--- config.mk ---
export PLATFORM = sky130hd
export DESIGN_NAME = fp32_unpacker
export DESIGN_NICKNAME = d
export VERILOG_FILES = /design/src/rtl/fp32_unpacker.sv
export SDC_FILE = /design/constraint.sdc
export NUM_CORES = 1
export LEC_CHECK = 0
export CAP_MARGIN = 5
export CORE_ASPECT_RATIO = 0.5
export CORE_UTILIZATION = 54
export CTS_CLUSTER_SIZE = 8
export DETAILED_ROUTE_END_ITERATION = 6
export PLACE_DENSITY_LB_ADDON = 0.3
export SETUP_SLACK_MARGIN = 0.2
export SLEW_MARGIN = 5
export SYNTH_ARGS = -nofsm -noshare
export SYNTH_HDL_FRONTEND = slang
export SYNTH_SLANG_ARGS = --single-unit
--- constraint.sdc ---
create_clock -name clk -period 2.2 [get_ports clk]
set_input_delay 0.44 -clock clk [delete_from_list [all_inputs] [get_ports clk]]
set_output_delay 0.44 -clock clk [all_outputs]
set_load 0.05 [all_outputs]
--- src/rtl/fp32_unpacker.sv ---
// fp32_unpacker: two-stage streaming IEEE-754 binary32 field decoder with full backpressure.
// Classifies each word, normalizes denormals and keeps saturating NaN/denormal statistics.
module fp32_unpacker #(
  parameter int EXP_W        = 8,
  parameter int MANT_W       = 23,
  parameter bit FLUSH_DENORM = 1'b0,
  parameter int STAT_W       = 16
) (
  input  logic                    clk,
  input  logic                    rst_n,
  input  logic                    in_valid,
  output logic                    in_ready,
  input  logic [EXP_W+MANT_W:0]   in_data,
  output logic                    out_valid,
  input  logic                    out_ready,
  output logic                    out_sign,
  output logic signed [EXP_W+1:0] out_exp,
  output logic [MANT_W:0]         out_sig,
  output logic                    out_is_zero,
  output logic                    out_is_denorm,
  output logic                    out_is_inf,
  output logic                    out_is_nan,
  output logic                    out_is_snan,
  input  logic                    stat_clr,
  output logic [STAT_W-1:0]       stat_nan_cnt,
  output logic [STAT_W-1:0]       stat_denorm_cnt
);

  localparam int LZ_W = $clog2(MANT_W + 1);
  localparam int XW   = EXP_W + 2;
  localparam logic [XW-1:0] BIAS = XW'((1 << (EXP_W - 1)) - 1);

  logic              inSign;
  logic [EXP_W-1:0]  inExp;
  logic [MANT_W-1:0] inMant;
  logic              expZero, expOnes, mantZero;
  logic [LZ_W-1:0]   lzCount;

  assign {inSign, inExp, inMant} = in_data;
  assign expZero  = (inExp == '0);
  assign expOnes  = &inExp;
  assign mantZero = (inMant == '0);

  // Last hit in an ascending scan is the most significant set bit of the mantissa.
  always_comb begin
    lzCount = LZ_W'(MANT_W - 1);
    for (int i = 0; i < MANT_W; i++) begin
      if (inMant[i]) lzCount = LZ_W'(MANT_W - 1 - i);
    end
  end

  // Stage 1 state
  logic              s1V_q, s1V_d;
  logic              s1Sign_q;
  logic [EXP_W-1:0]  s1Exp_q;
  logic [MANT_W-1:0] s1Mant_q;
  logic [LZ_W-1:0]   s1Lz_q;
  logic              s1Zero_q, s1Denorm_q, s1Inf_q, s1Nan_q;
  logic              s1Zero_d, s1Denorm_d, s1Inf_d, s1Nan_d;

  // Stage 2 state
  logic              s2V_q, s2V_d;
  logic              s2Sign_q;
  logic [XW-1:0]     s2Exp_q, s2Exp_d;
  logic [MANT_W:0]   s2Sig_q, s2Sig_d;
  logic              s2Zero_q, s2Denorm_q, s2Inf_q, s2Nan_q, s2Snan_q;
  logic              s2Snan_d;

  logic [STAT_W-1:0] nanCnt_q, nanCnt_d;
  logic [STAT_W-1:0] denCnt_q, denCnt_d;

  logic s2Ready, s1Load, s2Load, outXfer;

  assign s2Ready  = !s2V_q || out_ready;
  assign in_ready = !s1V_q || s2Ready;
  assign s1Load   = in_valid && in_ready;
  assign s2Load   = s1V_q && s2Ready;
  assign outXfer  = s2V_q && out_ready;

  assign s1V_d = in_ready ? in_valid : s1V_q;
  assign s2V_d = s2Ready ? s1V_q : s2V_q;

  assign s1Denorm_d = expZero && !mantZero;
  assign s1Zero_d   = expZero && (mantZero || FLUSH_DENORM);
  assign s1Inf_d    = expOnes && mantZero;
  assign s1Nan_d    = expOnes && !mantZero;

  // A flushed denormal carries s1Zero_q, so the zero branch must win over the denormal one.
  always_comb begin
    s2Exp_d  = '0;
    s2Sig_d  = '0;
    s2Snan_d = s1Nan_q && !s1Mant_q[MANT_W-1];
    if (s1Nan_q) begin
      s2Sig_d = {1'b1, s1Mant_q};
    end else if (s1Zero_q || s1Inf_q) begin
      s2Sig_d = '0;
    end else if (s1Denorm_q) begin
      s2Exp_d = -BIAS - XW'(s1Lz_q);
      s2Sig_d = {s1Mant_q, 1'b0} << s1Lz_q;
    end else begin
      s2Exp_d = XW'(s1Exp_q) - BIAS;
      s2Sig_d = {1'b1, s1Mant_q};
    end
  end

  always_comb begin
    nanCnt_d = nanCnt_q;
    denCnt_d = denCnt_q;
    if (stat_clr) begin
      nanCnt_d = '0;
      denCnt_d = '0;
    end else if (outXfer) begin
      if (s2Nan_q && (nanCnt_q != '1))    nanCnt_d = nanCnt_q + STAT_W'(1);
      if (s2Denorm_q && (denCnt_q != '1)) denCnt_d = denCnt_q + STAT_W'(1);
    end
  end

  always_ff @(posedge clk) begin
    if (!rst_n) begin
      s1V_q      <= 1'b0;
      s1Sign_q   <= 1'b0;
      s1Exp_q    <= '0;
      s1Mant_q   <= '0;
      s1Lz_q     <= '0;
      s1Zero_q   <= 1'b0;
      s1Denorm_q <= 1'b0;
      s1Inf_q    <= 1'b0;
      s1Nan_q    <= 1'b0;
      s2V_q      <= 1'b0;
      s2Sign_q   <= 1'b0;
      s2Exp_q    <= '0;
      s2Sig_q    <= '0;
      s2Zero_q   <= 1'b0;
      s2Denorm_q <= 1'b0;
      s2Inf_q    <= 1'b0;
      s2Nan_q    <= 1'b0;
      s2Snan_q   <= 1'b0;
      nanCnt_q   <= '0;
      denCnt_q   <= '0;
    end else begin
      s1V_q    <= s1V_d;
      s2V_q    <= s2V_d;
      nanCnt_q <= nanCnt_d;
      denCnt_q <= denCnt_d;
      if (s1Load) begin
        s1Sign_q   <= inSign;
        s1Exp_q    <= inExp;
        s1Mant_q   <= inMant;
        s1Lz_q     <= lzCount;
        s1Zero_q   <= s1Zero_d;
        s1Denorm_q <= s1Denorm_d;
        s1Inf_q    <= s1Inf_d;
        s1Nan_q    <= s1Nan_d;
      end
      if (s2Load) begin
        s2Sign_q   <= s1Sign_q;
        s2Exp_q    <= s2Exp_d;
        s2Sig_q    <= s2Sig_d;
        s2Zero_q   <= s1Zero_q;
        s2Denorm_q <= s1Denorm_q;
        s2Inf_q    <= s1Inf_q;
        s2Nan_q    <= s1Nan_q;
        s2Snan_q   <= s2Snan_d;
      end
    end
  end

  assign out_valid       = s2V_q;
  assign out_sign        = s2Sign_q;
  assign out_exp         = s2Exp_q;
  assign out_sig         = s2Sig_q;
  assign out_is_zero     = s2Zero_q;
  assign out_is_denorm   = s2Denorm_q;
  assign out_is_inf      = s2Inf_q;
  assign out_is_nan      = s2Nan_q;
  assign out_is_snan     = s2Snan_q;
  assign stat_nan_cnt    = nanCnt_q;
  assign stat_denorm_cnt = denCnt_q;

endmodule

======== Word level (Yosys, flattened, before mapping) ========
Index checks and enable logic that the tools add are counted.
word-level totals
  bits of input ports ..................... 37
  flip-flop bits (word level) ............. 115
  word-level logic and storage cells ...... 79
  output and inout bits ................... 74
operators by class
  muxes and demuxes ....................... 28
  shift operators ......................... 1
  add/subtract/negate cells ............... 4
  bitwise logic cells ..................... 1
  reductions and logical operators ........ 23
  equal/unequal tests ..................... 2
operators with widths
  operator               count
  $mux 5                 20
  $mux 24                3
  $add 16x1->16 const B  2
  $ne 16x16->1 const B   2
  $mux 10                3
  $shl 24x5->24          1
  $logic_not 23->1       1
  $logic_and 1x1->1      10
  $sub 8x6->9 const A    1
  $sub 8x7->9 const B    1
  $logic_not 8->1        1
  $reduce_and 8->1       1
  $logic_not 1->1        4
  $mux 2                 2
  $reduce_and 2->1       2
  $logic_or 1x1->1       3
  $reduce_or 2->1        1
  $not 1->1              1

======== Depth between registers and ports, before layout ========
Gate-level depths: netlist (run 1).
  depth after elaboration ................. 22
  depth in mapped cells ................... 9
  gate-level depth less buffers ........... 6

======== Worst setup path before layout (run 1) ========
Ideal clock, no wire load.
  path type ............................... register to register
  start ................................... register s2V_q, in the netlist out_valid
  end ..................................... register s1Denorm_q
  setup time .............................. 0.070 ns
  required time ........................... 2.130 ns
  path buffers ............................ 1
  stages on the path, launching flop included .. 6
  clock period less this slack ............ 2.140 ns
  slack ................................... 0.060 ns
  arrival time ............................ 2.069 ns
  path through ............................ dfxtp_1 -> nand3b_1 -> nand2_1 -> clkbuf_1 -> nand2_1 -> a21oi_1
on the way
  word-level cells in the longest chain between the ends .. 4
RTL lines
  element                   RTL line  source
  start: declaration        62        logic s2V_q, s2V_d;
  start signal: assignment  142       s2V_q <= s2V_d;
  $logic_not 1->1           74        assign s2Ready = !s2V_q || out_ready;
  $logic_or 1x1->1          74
  $logic_or 1x1->1          75        assign in_ready = !s1V_q || s2Ready;
  via in_ready              12        output logic in_ready,
  $logic_and 1x1->1         76        assign s1Load = in_valid && in_ready;
  end signal: assignment    151       s1Denorm_q <= s1Denorm_d;
  end: declaration          58        logic s1Zero_q, s1Denorm_q, s1Inf_q, s1Nan_q;
The timed path passes the listed nets, and every way through them passes these cells.
A chain may end at the register's enable or synchronous reset.

======== Final worst setup path (run 1) ========
  start ................................... register s1Mant_q[2]
  end ..................................... register s2Sig_q[10], in the netlist out_sig[10]
on the way
  word-level cells in the longest chain between the ends .. 4
RTL lines
  element                   RTL line  source
  start: declaration        56        logic [MANT_W-1:0] s1Mant_q;
  start signal: assignment  148       s1Mant_q <= inMant;
  $shl 24x5->24             99        s2Sig_d = {s1Mant_q, 1'b0} << s1Lz_q;
  $mux 24                   97        end else if (s1Denorm_q) begin
  $mux 24                   95        end else if (s1Zero_q || s1Inf_q) begin
  $mux 24                   93        if (s1Nan_q) begin
  end signal: assignment    158       s2Sig_q <= s2Sig_d;
  end: declaration          65        logic [MANT_W:0] s2Sig_q, s2Sig_d;
No other way between the ends.

==> impl_metrics.toml, run 1 <==
[timing]
timing.final.setup_violations = 0
finalHoldViolCount = 0
final_max_slew_viol_count = 0
clock-skew-final_ps = 10.4
finalCritPeriodShare_pct = 89.9
worst_margin_slew_ps = 587
setup_total_negative_slack_ps = 0
fin_worst_hold_slack_ps = 447
rsz0062_at_grt = "yes"
max_freq_mhz = 506
timing.slew.headroom_pct = 60.6
post-route-min-period_ps = 1980

[die]
die_outline_area_mm2 = 0.0124
io_pins = 111
floorplan.initialDensity_pct = 57.1
chipWidth_um = 157
core_area_mm2 = 0.0113
row_count = 27
die_height_um = 79.4

[critical_path]
critPathCaptureType = "flip-flop"
required_ps = 2510
crit_path_max_fanout = 7
timing.critical_path.slowest_stage_cell = "sky130_fd_sc_hd__mux4_2"
critPathMaxStageDelay_ps = 510
timing.reg2reg.worst_path_depth = 5
crit_chain = "mux4_2, mux2_4, a222oi_1, o221ai_1, and2_1"
timing.critical_path.from_type = "flip-flop"
worstSetupPathType = "reg2reg"
critPathArrivalTime_ps = 2290

[grt]
globalRoute.totalOverflow = 0
vias_in_the_first_global_route = 6446
grt_max_degree = 33
grt_first_pass_wirelength_um = 34300
grtUsageTotal_pct = 36.3
antenna_found_initial = 0

[synthesis]
synthDominantCellAreaShare_pct = 35.3
synth_fa_ha_area_share_pct = 0.774
synth.cell_area_mm2 = 0.00647
post_synth_and_or_nand_nor_area_fraction_pct = 23.5
main_combinational_cell_family_by_area_after_synthesis = "simple AND/OR/NAND/NOR gates"
fraction_of_synthesized_area_in_multiplexers_pct = 11.2
synthesis.instances = 796
biggest_area_consumer_among_synthesized_cells = "sky130_fd_sc_hd__dfxtp_1"
syn-mean-instance-area_um2 = 8.12
postSynthRegisterBits = 114
post_synthesis_xor_xnor_area_fraction_pct = 4.88
synth-main-ff-cell = "sky130_fd_sc_hd__dfxtp_1"
yosysWarnings = 0
synth-edff-count = 0
synth.yosys.seq_area_share_pct = 35.3
net_count_of_the_mapped_netlist = 837
yosys-top-cells-area = "sky130_fd_sc_hd__dfxtp_1 35%, sky130_fd_sc_hd__nand2_1 8.3%, sky130_fd_sc_hd__a21oi_1 5.3%"
synth-compound-area-share_pct = 19.6
yosysUniqueCellTypes = 70
asyncSetResetFlopFracSynth_pct = 0

[routing]
postRouteWirelength_um = 21600
drtIter0Drc = 624
dr.pass1.iters = 6
final_antenna_net_count = 0
routed_via_density = 6.15
drc = 0
detailroute.via_count = 6908
drt-wirelength-per-cell_um = 19.3

[flow_run]
maxCapViolations = 0

[power]
power_leakage_nw = 3.54
irDropWorstVdd_mv = 0.486
power_per_cell_area_mw_per_mm2 = 664
fin_total_pwr_mw = 5.80

[layout]
layout.nets = 992
mostFrequentLayoutCells = "143 x sky130_fd_sc_hd__nand2_1, 111 x sky130_fd_sc_hd__dfxtp_1, 70 x sky130_fd_sc_hd__nor2_1, 70 x sky130_fd_sc_hd__buf_4, 68 x sky130_fd_sc_hd__a21oi_1"
n_antenna_cell = 0
final_layout_size_suffix_gt1_share_pct = 15.1
num-fill-cells = 841
seqCellArea_mm2 = 0.00229
multi_input_area_mm2 = 0.00389
area_delta_synth_final_pct = 35.2
final_common_cell = "sky130_fd_sc_hd__nand2_1"

[clock_network]
number_of_cts_inserted_buffers = 17
cts_root_buffer = "sky130_fd_sc_hd__clkbuf_16"
clk_pin_slew_worst_paths_ps = 60
cts-htree-levels = 4
cts.sink_count = 114
tritoncts = "built"
ctsLongestPathBuffers = 2
clock_latency_ps = 420

[min_path]
hold-path-cell-count = 2
hold_class = "reg2reg"

[place]
hpwl_um = 15800
place_congestion = 1.10
port_buffers = 110

[outcome]
outcome = "finished, final reports clean"
==> per-layer routing <==
metal  GRT usage, %  up-vias  share of wire [%]
met4           9.71        0                1.6
met3           11.7       31                 12
met2           55.3      441                 43
li1               -     3219                  -
met1           49.2     3217                 43
met5              0        -                  0
==> stage by stage <==
| step | setup slack (ps) | cells | utilization, % | instance area [um2] |
|---|---|---|---|---|
| after global placement | -2.09 | 1090 | 72.3 | 8190 |
| after detailed placement | -48.3 | 1090 | 72.3 | 8190 |
| after CTS | 73.3 | 1122 | 76.9 | 8700 |
| after floorplan | 242 | 796 | - | 6470 |
| final | 222 | 1123 | 77.2 | 8740 |
| after global routing | 189 | 1123 | 77.2 | 8740 |
==> critical path: cells and delay by family (launching register included) <==
family             cells  cell delay [ps]
muxes                  2              790
and+or+nand+nor        1              170
AOI/OAI and AO/OA      2              510
DFF                    1              390
==> flip-flops by register name (all words and copies together), names as in the netlist, 5 cells and up <==
| signal | count |
|---|---|
| out_sig | 24 |
| s1Mant_q | 23 |
| stat_denorm_cnt | 16 |
| stat_nan_cnt | 16 |
| out_exp | 9 |
| s1Exp_q | 8 |
| s1Lz_q | 5 |
==> final cells by class <==
type                    count  share of cell area (%)
multi-input cells         613                    44.5
clock inverters            13                    1.85
inverters                  19                   0.816
flip-flops and latches    114                    26.2
repair buffers            186                    19.4
clock buffers              19                    4.95
well taps                 159                    2.28
==> cells in the mapped netlist (all sizes together) (7+ instances only) <==
cell / number
a21oi: 69
a22oi: 7
a31oi: 11
buf: 17
clkbuf: 33
dfxtp: 114
inv: 19
mux2: 16
mux2i: 23
mux4: 13
nand2: 143
nand2b: 7
nand3: 27
nand4: 11
nor2: 71
nor3: 14
nor4: 20
o211ai: 11
o21ai: 31
xnor2: 22
xor2: 14
==> path summary, 6_finish.rpt <==
check / from / to / slack [ps]
setup / recovery: s1Mant_q[2] / out_sig[10] / 220
hold / removal: out_sig[4] / out_sig[4] / 450
setup reg to reg: s1Mant_q[2] / out_sig[10] / 220
hold reg to reg: out_sig[4] / out_sig[4] / 450
==> report_power, final <==
part / switching, mW / internal [mW]
registers: 0.0786 / 2.12
clock network: 1.05 / 1.78
logic: 0.441 / 0.324
==> cell families after synthesis <==
logic type / count (synthesis)
multiplexers: 52
AND/OR/NAND/NOR: 329
flip-flops: 114
XOR/XNOR: 36
buffers and inverters: 69
adder cells (fa/ha/maj): 4
AO/OA/AOI/OAI: 192
==> what timing repair did <==
| item | 4_1_cts | 5_1_grt |
|---|---|---|
| gates resized for setup | 66 | 16 |
| hold buffers | 0 | 0 |
| setup buffers | 0 | 1 |
| endpoints found under the setup margin | 68 | 17 |
| pin swaps | 1 | 2 |
(Power assumes the default switching activity.)
==> run 2, diff against run 1 <==
--- a/config.mk
+++ b/config.mk
@@ -7,7 +7,8 @@
 export LEC_CHECK = 0
 export CAP_MARGIN = 5
 export CORE_ASPECT_RATIO = 0.5
-export CORE_UTILIZATION = 54
+export CORE_UTILIZATION = 55
+export CTS_BUF_LIST = sky130_fd_sc_hd__clkbuf_2
 export CTS_CLUSTER_SIZE = 8
 export DETAILED_ROUTE_END_ITERATION = 6
 export PLACE_DENSITY_LB_ADDON = 0.3
==> run 2 against run 1 <==
  * Critical endpoint is now in_ready
  * The run now ends with design-rule violations left
  * Setup slack better by 7.1 ps
  * Design area down 5.4%
  * Die area down 1.8%
==> impl_metrics.toml, run 2 (same netlist as run 1, synthesis figures left out) <==
[outcome]
outcome = "complete, but fails checks"
violations = "design-rule violations"

[power]
p_seq_share_pct = 51.8
fin_total_pwr_mw = 4.26
switching_share_pct = 33.0
power_switching_mw = 1.41
combinationalPowerShare_pct = 17.9
irDropWorstVdd_mv = 0.335
power_per_cell_area_mw_per_mm2 = 515
power_leakage_nw = 3.04
power_report.internal_total_mw = 2.86
part_of_the_total_power_dissipated_in_the_clock_network_pct = 30.3

[critical_path]
timing.critical_path.depth = 3
crit_path_max_fanout = 7
crit_chain = "nand3b_1, buf_4, buf_12"
critPathCaptureType = "output port"
timing.reg2reg.worst_path_depth = 5
worstSetupPathType = "reg2out"
worst-path-buf-inv = 2
family_of_cells_with_the_greatest_summed_delay_on_the_critical_path = "flip-flops"
critPathArrivalTime_ps = 1530
timing.critical_path.from_type = "flip-flop"
critPathMaxStageDelay_ps = 440
required_ps = 1760
timing.critical_path.slowest_stage_cell = "sky130_fd_sc_hd__dfxtp_2"

[timing]
finalHoldViolCount = 0
worst_margin_slew_ps = 602
post-route-min-period_ps = 1970
final_max_slew_viol_count = 0
clock-skew-final_ps = 33.5
rsz0062_at_grt = "yes"
timing.final.setup_violations = 0
finalCritPeriodShare_pct = 89.6
fin_worst_hold_slack_ps = 296
max_freq_mhz = 507
post-route-worst-setup-slack_ps = 229
setup_total_negative_slack_ps = 0
timing.slew.headroom_pct = 59.5

[die]
io_pins = 111
chipWidth_um = 155
die_height_um = 78.7
floorplan.initialDensity_pct = 57.7
row_count = 27
die_outline_area_mm2 = 0.0122
core_area_mm2 = 0.0112

[layout]
final_layout_size_suffix_gt1_share_pct = 23.1
fin_cells = 1123
final_common_cell = "sky130_fd_sc_hd__nand2_1"
postLayoutCoreUtil_pct = 73.7
layout.nets = 993
final_design_area_no_fill_mm2 = 0.00827
area_delta_synth_final_pct = 27.9
largest_register_ffs = 24
mostFrequentLayoutCells = "143 x sky130_fd_sc_hd__nand2_1, 109 x sky130_fd_sc_hd__dfxtp_1, 70 x sky130_fd_sc_hd__nor2_1, 70 x sky130_fd_sc_hd__buf_4, 68 x sky130_fd_sc_hd__a21oi_1"
n_antenna_cell = 0

[place]
dpl-instance-area_mm2 = 0.00819
hpwl_um = 16000
port_buffers = 110
instance_count_after_placement_with_tap_cells_included = 1090
dp_slack_ps = -64.5
place_congestion = 0.951

[min_path]
hold_class = "in2reg"
hold-path-cell-count = 3

[routing]
detailroute.via_count = 6970
drtIter0Drc = 709
drt-wirelength-per-cell_um = 19.0
drc = 30
postRouteWirelength_um = 21400
final_antenna_net_count = 0
routed_via_density = 6.21
dr.pass1.iters = 7

[clock_network]
clk_pin_slew_worst_paths_ps = 190
ctsLongestPathBuffers = 2
number_of_cts_inserted_buffers = 17
tritoncts = "built"
clock_latency_ps = 680
cts-htree-levels = 4
cts_root_buffer = "sky130_fd_sc_hd__clkbuf_2"
cts.sink_count = 114

[grt]
grt_first_pass_wirelength_um = 33500
grt_max_degree = 41
antenna_found_initial = 0
grtUsageTotal_pct = 35.7
vias_in_the_first_global_route = 6379
globalRoute.totalOverflow = 0

[flow_run]
maxCapViolations = 0
run 2: cell types whose count changed in the layout (fill, tap and decap cells not counted), moves of 2 or more:
cell                              change
sky130_fd_sc_hd__clkdlybuf4s15_2     +31
sky130_fd_sc_hd__dlygate4sd2_1       -65
sky130_fd_sc_hd__clkbuf_2            +32
sky130_fd_sc_hd__dlymetal6s2s_1       -7
sky130_fd_sc_hd__buf_2               +28
sky130_fd_sc_hd__dfxtp_2              +2
sky130_fd_sc_hd__clkbuf_1             -2
sky130_fd_sc_hd__bufinv_16            -2
sky130_fd_sc_hd__dfxtp_1              -2
sky130_fd_sc_hd__clkbuf_16           -16
run 2: area by class of cell:
| cell class | count | area, um2 |
|---|---|---|
| Clock buffer | 18 | 90.1 |
| Tap cell | 159 | 199 |
| Clock inverter | 13 | 114 |
| Timing Repair Buffer | 187 | 1610 |
| Sequential cell | 114 | 2290 |
| Multi-Input combinational cell | 613 | 3890 |
| Fill cell | 915 | 2950 |
| Inverter | 19 | 71.3 |
run 2: layer usage:
metal / part of all wire (%) / global-route usage [%]
met5: 0 / 0
met4: 1.7 / 9.71
met3: 12 / 11.8
met2: 42 / 53.9
met1: 44 / 48.6
run 2: path summary, 6_finish.rpt:
kind	start	endpoint	slack [ps]
max	s1V_q	in_ready	230
min	in_data[31]	s1Sign_q	300
max reg2reg	s1Lz_q[1]	out_sig[10]	230
min reg2reg	out_sig[3]	out_sig[3]	460
run 2: repair_timing:
item	4_1_cts	5_1_grt
setup endpoints to repair	76	49
buffers inserted	0	1
hold buffers	0	0
resized for setup	221	65
pin swaps	2	1
gates cloned	0	1
run 2: worst reg2reg max path: stages, from the launching register on:
cell,delay (ps)
sky130_fd_sc_hd__dfxtp_4,440
sky130_fd_sc_hd__mux4_2,510
sky130_fd_sc_hd__mux2_4,310
sky130_fd_sc_hd__a222oi_1,280
sky130_fd_sc_hd__o221ai_1,170
sky130_fd_sc_hd__and2_1,180
run 2: power by group through the flow:
stage	combinational [mW]	clock, mW	sequential, mW
global placement	0.734	0	2.24
finish	0.762	1.29	2.21
detailed placement	0.746	0	2.25
floorplan	0.360	0	2.29
global route	0.812	1.38	2.21
CTS	0.743	1.30	2.20
==> patch 1: new RTL, flow settings as in run 2 <==
`STAT_W`: 16 -> 18.
--- a/src/rtl/fp32_unpacker.sv
+++ b/src/rtl/fp32_unpacker.sv
@@ -4,7 +4,7 @@
   parameter int EXP_W        = 8,
   parameter int MANT_W       = 23,
   parameter bit FLUSH_DENORM = 1'b0,
-  parameter int STAT_W       = 16
+  parameter int STAT_W       = 18
 ) (
   input  logic                    clk,
   input  logic                    rst_n,
Ports: changed (resized stat_denorm_cnt and stat_nan_cnt); port bits go from 111 to 115. The function was not compared with the original's and may differ.
==> patch 1 against run 2 <==
  * Sequential cell count increased by 4
  * Clock skew increased by 13 ps
  * Routed wire length is 8.2% lower
  * Combinational power shrank 5.8%
  * Design area shrank 1.9%
  * Global-route usage fell by 2.2 points
  * First-iteration DRC count fell by 2.5%
  * Area after synthesis down 2.6%
  * Power up 7.7%
  * Worst setup slack lost 34 ps
  * Critical path depth did not move
==> patch 1: results <==
metrics = {
    "final_layout": {
        "final_cells": 1075,
        "nets": 958,
        "nFillCells": 884,
        "drive_gt1_share_pct": 22.26,
    },
    "power": {
        "irDropWorstVdd_mv": 0.3503,
    },
    "routing": {
        "routed_wl_um": 19610,
        "wl_met1_um": 8553,
        "dr.first_iter.drc_count": 691,
        "met3_length_um": 2007,
        "met2_length_um": 8693,
        "firstDrtPassIters": 6,
        "viasPerCell": 6.167,
    },
    "grt": {
        "grt_pass1_wl_um": 31230,
        "track_usage_pct": 33.44,
        "grt_max_degree": 61,
        "grt_pass1_vias": 6172,
    },
    "placement": {
        "io_buffers": 114,
        "hpwl_um": 14020,
        "routabilityCongestion": 0.9230,
    },
    "worst_setup_path": {
        "crit_fanout": 4,
    },
    "sta": {
        "holdWs_ps": 243.9,
    },
    "synthesis": {
        "yosysSeqAreaShare_pct": 37.49,
        "synthesis.nets": 811,
        "yosys-top-cells-count": "132 x nand2_1, 118 x dfxtp_1, 80 x a21oi_1",
        "syn_area_per_cell_um2": 8.183,
    },
    "run_status": {
        "outcome": "complete, no violations",
    },
}
## patch 1: cell count changes after synthesis, moves of 7 or more
cell	before	now
nand2_1	143	132
and3_1	6	19
nor4_1	18	10
mux2_2	10	3
a21oi_1	69	80
mux4_2	9	16
a31oi_1	11	4
## patch 1: worst paths after layout
path,endpoint,from,cells after the start
worst max-delay path,in_ready,out_valid,3
worst min-delay path,s1Sign_q,in_data[31],3
worst max register to register,out_sig[21],s1Lz_q[0],7
worst min register to register,out_sign,out_sign,2
## patch 1: metrics by stage
stage	util (%)	instance area, um2	power, mW	setup slack [ps]
2_1_floorplan	-	6307	2.701	218.2
3_3_place_gp	71.35	7906	3.002	-164.4
3_5_place_dp	71.35	7906	3.015	-249.5
4_1_cts	74.73	8280	4.561	150.5
5_1_grt	73.23	8114	4.751	136.0
6_report	73.23	8114	4.593	195.4
## patch 1: what timing repair did
| action | 4_1_cts | 5_1_grt |
|---|---|---|
| gates cloned | 0 | 1 |
| pin swaps | 0 | 2 |
| setup endpoints to repair | 81 | 43 |
| gates resized for setup | 242 | 73 |
| setup buffers | 1 | 1 |
| hold buffers | 0 | 0 |
| endpoints found under the hold margin | 0 | 0 |
## patch 1: routing by layer
metal | track usage (%) | vias to the layer above
met2 | 52.65 | 354
li1 | - | 3093
met5 | 0 | -
met1 | 45.90 | 3137
met4 | 10.80 | 0
met3 | 7.207 | 46
## patch 1: cell type report
class	instances	area share [%]
clock buffers	18	1.110
clock inverters	14	2.159
inverters	13	0.6014
multi-input cells	590	45.61
flip-flops and latches	118	29.27
well taps	145	2.236
repair buffers	177	19.01
## patch 1: power by group
group / total, mW / switching [mW] / internal (mW)
Clock: 1.60 / 0.947 / 0.649
Sequential: 2.28 / 0.0794 / 2.20
Combinational: 0.718 / 0.405 / 0.313
## patch 1: critical path, cell delays in order (launching register included)
cell and delay (ps):
dfxtp_4 420, nor2b_4 180, nand2_2 100, buf_6 170
## patch 1: logic make-up (layout without fill, tap and decap cells)
logic type / Yosys count / after routing / synth area share (%)
AND/OR/NAND/NOR: 331 / 331 / 24.27
AO/OA/AOI/OAI: 179 / 179 / 18.03
buffers and inverters: 62 / 222 / 4.289
XOR/XNOR: 35 / 35 / 4.865
multiplexers: 41 / 41 / 10.27
adder cells (fa/ha/maj): 4 / 4 / 0.7943
flip-flops: 118 / 118 / 37.49
==> patch 2: new RTL, flow settings as in run 2 <==
Without the edit above. Register the output `stat_nan_cnt` once more, without a reset; this adds one clock of latency there. The other outputs are not delayed to match.
--- a/src/rtl/fp32_unpacker.sv
+++ b/src/rtl/fp32_unpacker.sv
@@ -174,7 +174,9 @@
   assign out_is_inf      = s2Inf_q;
   assign out_is_nan      = s2Nan_q;
   assign out_is_snan     = s2Snan_q;
-  assign stat_nan_cnt    = nanCnt_q;
+  always_ff @(posedge clk) begin
+    stat_nan_cnt <= nanCnt_q;
+  end
   assign stat_denorm_cnt = denCnt_q;
 
 endmodule
Behaviour: not the same (Yosys sat finds a counterexample within 4 cycles, from zero or initial values and one cycle with rst_n low).
==> patch 2 against run 2 <==
  * The flow still finishes with violations (design-rule violations)
  * Fmax grew 1.2%
  * Die area grew 5.2%
  * Worst setup slack gained 23 ps
  * Cell count grew 2.6%
  * Area after synthesis grew 5.3%
  * Hold slack lost 73 ps
  * Routed wire length grew 0.55%
  * Design area grew 7.0%
  * First-iteration DRC count grew 15%
  * Critical path depth shrank 2
  * Power grew 17%
  * Sequential cell count grew 16
  * Highest routed layer unchanged
==> patch 2: results <==
metrics = {
    "grt": {
        "antenna_found_initial": 1,
        "grt_max_degree": 45,
        "track_usage_pct": 33.97,
        "grt_pass1_vias": 6402,
        "grt_pass1_wl_um": 33780,
    },
    "clocking": {
        "htree_num_levels": 4,
        "path_clk_slew_ps": 200,
        "clkLatencyLatePin_ps": 710,
    },
    "worst_setup_path": {
        "cp_slowest_cell": "dfxtp_1",
        "cp_top_family": "flip-flops",
        "rr_startpoint": "s1Lz_q[1]",
        "crit_fanout": 2,
        "setup.worst_path.start": "out_sig[14]",
        "max_stage_delay_ps": 420,
        "crit_arrival_ps": 1510,
    },
    "placement": {
        "routabilityCongestion": 1.013,
        "dp.cells": 1116,
        "io_buffers": 110,
        "place_area_um2": 8537,
        "hpwl_um": 15920,
        "dp_slack_ps": -253.4,
    },
    "sta": {
        "skew_ps": 47.99,
        "slew_headroom_pct": 57.96,
    },
    "synthesis": {
        "ys_types": 79,
        "synthesis.nets": 860,
        "synthArstFlopShare_pct": 0,
        "yosysSeqAreaShare_pct": 38.21,
        "yosys-top-cells-count": "134 x nand2_1, 130 x dfxtp_1, 60 x nor2_1",
        "ys.flop_type": "dfxtp_1",
        "syn-instance-count": 819,
        "synthTopCellsByArea": "dfxtp_1 38%, nand2_1 7.4%, a21boi_1 4.2%",
        "yosysWarningCount": 0,
    },
    "final_layout": {
        "largest_reg_flops": 24,
        "drive_gt1_share_pct": 23.43,
        "nets": 1015,
    },
    "routing": {
        "avgRoutedWirePerCell_um": 18.65,
        "dr.first_iter.drc_count": 816,
        "drc_errors": 2,
        "firstDrtPassIters": 7,
        "routed_wl_um": 21490,
        "vias": 6977,
    },
    "power": {
        "leakagePower_nw": 3.318,
        "irDropWorstVdd_mv": 0.3277,
    },
    "min_path": {
        "hold_start": "rst_n",
        "hold_class": "primary input to flop",
    },
    "run_status": {
        "failed_checks": "design-rule violations",
        "outcome": "complete, but fails checks",
    },
    "job": {
        "drv_cap": 0,
    },
}
patch 2: changes by cell type in the layout (fill, tap and decap cells not counted), moves of 13 or more:
cell	change
nor2b_1	+15
buf_2	-13
a21boi_1	+38
clkdlybuf4s15_2	+20
a21oi_1	-49
patch 2: area by class of cell:
class	count	area (um2)
Antenna cell	1	2.502
Clock buffer	19	95.09
Clock inverter	12	185.2
Fill cell	877	3093
Inverter	16	60.06
Multi-Input combinational cell	620	3944
Sequential cell	130	2629
Tap cell	165	206.4
Timing Repair Buffer	189	1732
patch 2: path summary, 6_finish.rpt:
check	endpoint	depth (start not counted)	slack (ps)
max	out_sig[14]	1	250
min	out_sig[13]	3	220
min reg2reg	stat_nan_cnt[14]	0	380
max reg2reg	out_sig[18]	6	260
patch 2: routing by layer:
layer  global-route usage [%]  share of wire (%)
met5                        0                  0
met4                    11.15                1.8
met1                    45.61                 44
met3                    9.143                 11
met2                    52.94                 43
patch 2: cell families (layout without fill, tap and decap cells):
family | Yosys count | after routing | synth area share (%)
and+or+nand+nor | 340 | 340 | 24.40
AOI/OAI and AO/OA | 203 | 203 | 21.22
xor gates and xnor gates | 34 | 34 | 4.373
muxes | 39 | 39 | 6.835
buffers and inverters | 69 | 236 | 4.225
DFF | 130 | 130 | 38.21
adders and majority gates | 4 | 4 | 0.7349
other | 0 | 1 | 0
patch 2: report_power, final:
| part | internal [mW] | switching [mW] |
|---|---|---|
| combinational | 0.341 | 0.453 |
| sequential | 2.42 | 0.0813 |
| clock | 0.759 | 0.953 |
| total | 3.52 | 1.49 |
patch 2: repair_timing:
action                     4_1_cts  5_1_grt
setup endpoints to repair       78       27
setup buffers                    2        2
resized for setup              232       38
hold buffers                     0        0
pin swaps                        0        0
